## src/rtl/bsg_manycore_ver_chain_stitch.sv

```systemverilog
// rtl/bsg_manycore_ver_chain_stitch.sv - elastic, runtime-bypassable vertical stitch for a tile column
// One FIFO per hop in each direction; bypassed nodes splice adjacent FIFOs together.

module bsg_manycore_ver_chain_stitch_fifo #(
    parameter int width_p = 64,
    parameter int els_p   = 2
) (
    input  logic               clk_i,
    input  logic               rst_n_i,
    input  logic               v_i,
    input  logic [width_p-1:0] data_i,
    output logic               ready_o,
    output logic               v_o,
    output logic [width_p-1:0] data_o,
    input  logic               ready_i
);
    localparam int PTR_W = (els_p > 1) ? $clog2(els_p) : 1;
    localparam int CNT_W = $clog2(els_p + 1);
    localparam logic [CNT_W-1:0] FULL_CNT = CNT_W'(els_p);

    logic [width_p-1:0] mem_q [els_p];
    logic [PTR_W-1:0]   rd_ptr_q, rd_ptr_d, wr_ptr_q, wr_ptr_d;
    logic [CNT_W-1:0]   cnt_q, cnt_d;
    logic               enq, deq;

    assign ready_o = (cnt_q != FULL_CNT);
    assign v_o     = (cnt_q != '0);
    assign data_o  = mem_q[rd_ptr_q];
    assign enq     = v_i & ready_o;
    assign deq     = v_o & ready_i;

    // Pointers wrap naturally because the depth is a power of two.
    always_comb begin
        rd_ptr_d = deq ? rd_ptr_q + PTR_W'(1) : rd_ptr_q;
        wr_ptr_d = enq ? wr_ptr_q + PTR_W'(1) : wr_ptr_q;
        cnt_d    = cnt_q;
        case ({enq, deq})
            2'b10:   cnt_d = cnt_q + CNT_W'(1);
            2'b01:   cnt_d = cnt_q - CNT_W'(1);
            default: cnt_d = cnt_q;
        endcase
    end

    always_ff @(posedge clk_i or negedge rst_n_i) begin
        if (!rst_n_i) begin
            rd_ptr_q <= '0;
            wr_ptr_q <= '0;
            cnt_q    <= '0;
        end else begin
            rd_ptr_q <= rd_ptr_d;
            wr_ptr_q <= wr_ptr_d;
            cnt_q    <= cnt_d;
        end
    end

    always_ff @(posedge clk_i) begin
        if (enq) mem_q[wr_ptr_q] <= data_i;
    end
endmodule

module bsg_manycore_ver_chain_stitch #(
    parameter int num_nodes_p = 2,
    parameter int width_p     = 64,
    parameter int els_p       = 2
) (
    input  logic                             mc_clk_i,
    input  logic                             mc_reset_n_i,
    input  logic                             ext_n_v_i,
    input  logic [width_p-1:0]               ext_n_data_i,
    output logic                             ext_n_ready_o,
    output logic                             ext_s_v_o,
    output logic [width_p-1:0]               ext_s_data_o,
    input  logic                             ext_s_ready_i,
    input  logic                             ext_s_v_i,
    input  logic [width_p-1:0]               ext_s_data_i,
    output logic                             ext_s_ready_o,
    output logic                             ext_n_v_o,
    output logic [width_p-1:0]               ext_n_data_o,
    input  logic                             ext_n_ready_i,
    output logic [num_nodes_p-1:0]           node_sb_v_o,
    output logic [num_nodes_p*width_p-1:0]   node_sb_data_o,
    input  logic [num_nodes_p-1:0]           node_sb_ready_i,
    input  logic [num_nodes_p-1:0]           node_sb_v_i,
    input  logic [num_nodes_p*width_p-1:0]   node_sb_data_i,
    output logic [num_nodes_p-1:0]           node_sb_ready_o,
    output logic [num_nodes_p-1:0]           node_nb_v_o,
    output logic [num_nodes_p*width_p-1:0]   node_nb_data_o,
    input  logic [num_nodes_p-1:0]           node_nb_ready_i,
    input  logic [num_nodes_p-1:0]           node_nb_v_i,
    input  logic [num_nodes_p*width_p-1:0]   node_nb_data_i,
    output logic [num_nodes_p-1:0]           node_nb_ready_o,
    input  logic [num_nodes_p-1:0]           node_idle_i,
    input  logic                             cfg_v_i,
    input  logic [num_nodes_p-1:0]           cfg_bypass_i,
    output logic                             cfg_ready_o,
    output logic                             cfg_done_o,
    output logic [num_nodes_p-1:0]           bypass_o
);
    localparam int N = num_nodes_p;

    typedef enum logic [1:0] {ST_IDLE, ST_DRAIN, ST_APPLY} state_e;

    state_e         state_q;
    logic [N-1:0]   pending_q, bypass_q;
    logic           cfg_done_q, cfg_ready_q;
    logic           drained;

    logic [N:0]              sb_enq_v, sb_enq_ready, sb_deq_v, sb_deq_ready;
    logic [N:0][width_p-1:0] sb_enq_data, sb_deq_data;
    logic [N:0]              nb_enq_v, nb_enq_ready, nb_deq_v, nb_deq_ready;
    logic [N:0][width_p-1:0] nb_enq_data, nb_deq_data;

    assign drained     = ~|sb_deq_v & ~|nb_deq_v & (&node_idle_i);
    assign cfg_ready_o = cfg_ready_q;
    assign cfg_done_o  = cfg_done_q;
    assign bypass_o    = bypass_q;

    // cfg_ready_q doubles as the ingress gate: external traffic only enters while IDLE.
    always_ff @(posedge mc_clk_i or negedge mc_reset_n_i) begin
        if (!mc_reset_n_i) begin
            state_q     <= ST_IDLE;
            pending_q   <= '0;
            bypass_q    <= '0;
            cfg_done_q  <= 1'b0;
            cfg_ready_q <= 1'b1;
        end else begin
            case (state_q)
                ST_IDLE: if (cfg_v_i) begin
                    pending_q   <= cfg_bypass_i;
                    cfg_ready_q <= 1'b0;
                    state_q     <= ST_DRAIN;
                end
                ST_DRAIN: if (drained) begin
                    cfg_done_q <= 1'b1;
                    state_q    <= ST_APPLY;
                end
                ST_APPLY: begin
                    bypass_q    <= pending_q;
                    cfg_done_q  <= 1'b0;
                    cfg_ready_q <= 1'b1;
                    state_q     <= ST_IDLE;
                end
                default: state_q <= ST_IDLE;
            endcase
        end
    end

    assign ext_n_ready_o = sb_enq_ready[0] & cfg_ready_q;
    assign ext_s_ready_o = nb_enq_ready[N] & cfg_ready_q;

    for (genvar k = 0; k <= N; k++) begin : g_seg
        bsg_manycore_ver_chain_stitch_fifo #(.width_p(width_p), .els_p(els_p)) u_sb_fifo (
            .clk_i(mc_clk_i), .rst_n_i(mc_reset_n_i),
            .v_i(sb_enq_v[k]), .data_i(sb_enq_data[k]), .ready_o(sb_enq_ready[k]),
            .v_o(sb_deq_v[k]), .data_o(sb_deq_data[k]), .ready_i(sb_deq_ready[k])
        );
        bsg_manycore_ver_chain_stitch_fifo #(.width_p(width_p), .els_p(els_p)) u_nb_fifo (
            .clk_i(mc_clk_i), .rst_n_i(mc_reset_n_i),
            .v_i(nb_enq_v[k]), .data_i(nb_enq_data[k]), .ready_o(nb_enq_ready[k]),
            .v_o(nb_deq_v[k]), .data_o(nb_deq_data[k]), .ready_i(nb_deq_ready[k])
        );

        // Southbound: fed from ext N or node k-1 (or straight from segment k-1 when node k-1 is bypassed).
        if (k == 0) begin : g_sb_src_ext
            assign sb_enq_v[k]    = ext_n_v_i & cfg_ready_q;
            assign sb_enq_data[k] = ext_n_data_i;
        end else begin : g_sb_src_node
            assign sb_enq_v[k]    = bypass_q[k-1] ? sb_deq_v[k-1] : node_sb_v_i[k-1];
            assign sb_enq_data[k] = bypass_q[k-1] ? sb_deq_data[k-1]
                                                  : node_sb_data_i[(k-1)*width_p +: width_p];
        end

        if (k == N) begin : g_sb_dst_ext
            assign ext_s_v_o       = sb_deq_v[k];
            assign ext_s_data_o    = sb_deq_data[k];
            assign sb_deq_ready[k] = ext_s_ready_i;
        end else begin : g_sb_dst_node
            assign node_sb_v_o[k]                        = sb_deq_v[k] & ~bypass_q[k];
            assign node_sb_data_o[k*width_p +: width_p]  = sb_deq_data[k];
            assign sb_deq_ready[k] = bypass_q[k] ? sb_enq_ready[k+1] : node_sb_ready_i[k];
        end

        // Northbound mirrors the above with the chain reversed.
        if (k == N) begin : g_nb_src_ext
            assign nb_enq_v[k]    = ext_s_v_i & cfg_ready_q;
            assign nb_enq_data[k] = ext_s_data_i;
        end else begin : g_nb_src_node
            assign nb_enq_v[k]    = bypass_q[k] ? nb_deq_v[k+1] : node_nb_v_i[k];
            assign nb_enq_data[k] = bypass_q[k] ? nb_deq_data[k+1]
                                                : node_nb_data_i[k*width_p +: width_p];
        end

        if (k == 0) begin : g_nb_dst_ext
            assign ext_n_v_o       = nb_deq_v[k];
            assign ext_n_data_o    = nb_deq_data[k];
            assign nb_deq_ready[k] = ext_n_ready_i;
        end else begin : g_nb_dst_node
            assign node_nb_v_o[k-1]                          = nb_deq_v[k] & ~bypass_q[k-1];
            assign node_nb_data_o[(k-1)*width_p +: width_p]  = nb_deq_data[k];
            assign nb_deq_ready[k] = bypass_q[k-1] ? nb_enq_ready[k-1] : node_nb_ready_i[k-1];
        end
    end

    for (genvar i = 0; i < N; i++) begin : g_node_ready
        assign node_sb_ready_o[i] = ~bypass_q[i] & sb_enq_ready[i+1];
        assign node_nb_ready_o[i] = ~bypass_q[i] & nb_enq_ready[i];
    end
endmodule

```

## config.mk

```make
export PLATFORM = sky130hd
export DESIGN_NAME = bsg_manycore_ver_chain_stitch
export DESIGN_NICKNAME = d
export VERILOG_FILES = /design/src/rtl/bsg_manycore_ver_chain_stitch.sv
export SDC_FILE = /design/constraint.sdc
export NUM_CORES = 1
export LEC_CHECK = 0
export ABC_AREA = 1
export BUFFER_PORTS_ARGS = -buffer_cell sky130_fd_sc_hd__buf_2
export CAP_MARGIN = 20
export CORE_AREA = 5 5 308 310
export DETAILED_ROUTE_END_ITERATION = 8
export DIE_AREA = 0 0 313 315
export PLACE_DENSITY = 0.61
export SYNTH_ARGS = -nofsm -noshare
export SYNTH_HDL_FRONTEND = slang
export SYNTH_SLANG_ARGS = --single-unit
```

## constraint.sdc

```tcl
create_clock -name mc_clk_i -period 4 [get_ports mc_clk_i]
set_input_delay 0.2 -clock mc_clk_i [delete_from_list [all_inputs] [get_ports mc_clk_i]]
set_output_delay 0.2 -clock mc_clk_i [all_outputs]
set_load 0.005 [all_outputs]
```

==> impl_metrics.env <==
export IMPL_grt_pass1_vias=25600
export IMPL_post_route_drc_count=0
export IMPL_dp_hpwl_um=79900
export IMPL_grt_util_all_layers=0.222
export IMPL_cpLargestDelayFamily="buffers and inverters"
export IMPL_max_slew_worst_pin_slew_ns=1.09
export IMPL_grt_max_degree=153
export IMPL_crit_top_cell="nand2_1"
export IMPL_max_stage_delay_ns=0.73
export IMPL_root_buffer="clkbuf_16"
export IMPL_synth_cells=2799
export IMPL_p_seq_frac=0.394
export IMPL_vias_per_cell=5.01
export IMPL_synth_warnings=0
export IMPL_syn_area_per_cell_um2=11.6
export IMPL_vias=26300
export IMPL_p_sw_frac=0.362
export IMPL_cp_start_kind="register"
export IMPL_wl_per_cell_um=21.8
export IMPL_finalSetupViolCount=0
export IMPL_vdd_drop_max_mv=0.438
export IMPL_p_leak_nw=18.8
export IMPL_p_clk_frac=0.268
export IMPL_dp_cells=4689
export IMPL_coreArea_um2=91400
export IMPL_fmax_ghz=0.355
export IMPL_cap_violations=0
export IMPL_outcome="finished, final reports clean"
export IMPL_grt_setup_unrepaired="no"
export IMPL_rows=111
export IMPL_period_share=0.704
export IMPL_cp_arrival_ns=2.61
export IMPL_grt_antenna_before_repair=13
export IMPL_drt_first_pass_iters=6
export IMPL_gp_congestion=0.931
export IMPL_p_sw_mw=10.4
export IMPL_htree_levels=3
export IMPL_hold_viol=0
export IMPL_drtIter0Drc=2494
export IMPL_synth_net_count=3208
export IMPL_ys_ff_latch=800
export IMPL_p_int_mw=18.3
export IMPL_synth_edf_count=768
export IMPL_die_x_um=313
export IMPL_synthTopCellsByArea="edfxtp_1, nand2_1, a31oi_1"
export IMPL_clkSlewWorstSetupHoldPaths_ns=0.06
export IMPL_finalWirelength_um=114000
export IMPL_cp_cell_sequence="inv_2, buf_4, nand2_1, nand2_1, buf_2"
export IMPL_path_max_fanout=49
export IMPL_drive_gt1_frac=0.248
export IMPL_cts_buffer_depth=3
export IMPL_hold_class="in2reg"
export IMPL_critPathSlowestCell="inv_2"
export IMPL_fillCellCount=8048
export IMPL_ioPinCount=803
export IMPL_power_mw=28.6
export IMPL_power_density_nw_per_um2=645
export IMPL_fin_util=0.486
export IMPL_cts_num_sinks=800
export IMPL_overflow=0
export IMPL_die_area_um2=98600
export IMPL_start_util=0.355
export IMPL_cts_buffers=88
export IMPL_grt_first_pass_wirelength_um=164000
export IMPL_synthFlopType="edfxtp_1"
export IMPL_cp_data_required_time_ns=3.80
export IMPL_path_buf_inv=3
export IMPL_synth_common_cells="nand2_1, edfxtp_1, nor2_1"
export IMPL_synth_most_common_cell="nand2_1"
export IMPL_async_flop_share=0.0400
export IMPL_fin_crit_ns=2.81
export IMPL_critPathCaptureType="primary output"
export IMPL_yosysUniqueCellTypes=21
export IMPL_clkLatencyLatePin_ns=0.65
export IMPL_yosys_area_top_type_share=0.711
export IMPL_slew_headroom=0.273
export IMPL_clock_skew_ns=0.0151
export IMPL_synth_top_cell_by_area="edfxtp_1"
export IMPL_combPwrFrac=0.337
export IMPL_cts_tree="yes"
export IMPL_syn_to_final_growth_pct=36.8
export IMPL_drv_slew=0
export IMPL_holdWs_ns=0.0605
export IMPL_synth_seq_area_share=0.736
export IMPL_nets=4388
export IMPL_fp_dieH_um=315
export IMPL_path_class="reg2out"
export IMPL_syn_area_um2=32400
export IMPL_cts_resized=0
export IMPL_detail_route_antenna_nets=0
export IMPL_io_buffer_count=802
export IMPL_setup_tns_ns=0
export IMPL_instances_no_fill=5247
-- final timing paths --
check / end / cells past startpoint / slack, ns / from
hold / removal: g_seg[1].u_sb_fifo.mem_q[0][58] / 3 / 0.06 / node_sb_data_i[58]
max in group asynchronous: bypass_o[0] / 2 / 3.24 / mc_reset_n_i
setup / recovery: node_sb_data_o[127] / 5 / 1.19 / g_seg[1].u_sb_fifo.rd_ptr_q
min in group asynchronous: g_seg[0].u_sb_fifo.cnt_q[0] / 2 / 0.18 / mc_reset_n_i
setup reg to reg: g_seg[1].u_sb_fifo.mem_q[0][9] / 3 / 1.58 / bypass_o[0]
hold reg to reg: g_seg[0].u_nb_fifo.wr_ptr_q / 2 / 0.47 / g_seg[0].u_nb_fifo.wr_ptr_q
-- cells by family (layout without fill, tap and decap cells) --
| family | after synthesis | in the layout | share of synthesized area |
|---|---|---|---|
| AOI/OAI and AO/OA | 273 | 273 | 0.0520 |
| xor gates and xnor gates | 17 | 17 | 0.00459 |
| adders and majority gates | 6 | 6 | 0.00231 |
| buffers and inverters | 190 | 1441 | 0.0289 |
| DFF | 800 | 800 | 0.736 |
| other | 0 | 11 | 0 |
| and+or+nand+nor | 1513 | 1513 | 0.177 |
-- layout make-up --
type	instances	area [um2]	area share
well taps	1186	1480	0.0334
flip-flops and latches	800	23900	0.538
diodes	11	27.5	0.000620
repair buffers	1232	8400	0.189
clock inverters	52	399	0.00899
clock buffers	109	2300	0.0519
multi-input cells	1809	7710	0.174
inverters	48	181	0.00409
-- power by group through the flow --
| stage | logic, mW | clock network, mW | registers [mW] |
|---|---|---|---|
| 3_3_place_gp | 9.28 | 0 | 11.4 |
| 2_1_floorplan | 4.50 | 0 | 11.4 |
| 6_report | 9.66 | 7.68 | 11.3 |
| 3_5_place_dp | 9.35 | 0 | 11.5 |
| 4_1_cts | 9.70 | 7.83 | 11.3 |
| 5_1_grt | 10.4 | 8.17 | 11.4 |
-- flip-flops by register name (all words and copies together) (netlist names) --
name / count
state_q: 2
g_seg.u_sb_fifo.wr_ptr_q: 3
g_seg.u_nb_fifo.wr_ptr_q: 3
g_seg.u_nb_fifo.rd_ptr_q: 3
g_seg.u_sb_fifo.mem_q: 384
g_seg.u_nb_fifo.mem_q: 384
g_seg.u_sb_fifo.cnt_q: 6
cfg_done_o: 1
bypass_o: 2
g_seg.u_nb_fifo.cnt_q: 6
cfg_ready_o: 1
g_seg.u_sb_fifo.rd_ptr_q: 3
pending_q: 2
-- cell usage in the layout, fill, tap and decap left out, drive strengths merged, types with 4 or more instances in the layout --
cell type	count
nand3	12
o21ai	7
xnor2	9
inv	54
clkbuf	109
edfxtp	768
xor2	8
clkinv	39
a31oi	256
buf	846
dfrtp	31
dlygate4sd3	386
ha	6
bufinv	4
a21oi	10
diode	11
nand2	1205
nor2	284
or2	9
-- layer usage --
| metal | vias to the layer above | wire [um] | global-route usage |
|---|---|---|---|
| met2 | 1313 | 55000 | 0.366 |
| met1 | 12600 | 43800 | 0.274 |
| met3 | 320 | 9470 | 0.0517 |
| li1 | 12100 | - | - |
| met5 | - | 22 | 0 |
| met4 | 4 | 6170 | 0.112 |
-- worst reg2reg max path, delay by kind of cell (launching register included) --
| family | cells | cell delay, ns |
|---|---|---|
| AND/OR/NAND/NOR | 1 | 0.38 |
| flip-flops | 1 | 0.65 |
| buffers and inverters | 1 | 0.84 |
| AO/OA/AOI/OAI | 1 | 0.35 |
-- through the flow --
step,worst slack (ns),area [um2]
after floorplan,0.0619,32400
after global placement,1.63,37800
after detailed placement,1.61,37800
after CTS,1.08,44300
after global routing,1.01,44400
final,1.19,44400
-- what timing repair did --
item / in CTS / in global routing
setup buffers: 0 / 0
hold buffers: 386 / 0
hold endpoints to repair: 781 / 0
Note: power is estimated with default switching activity, not from simulation.
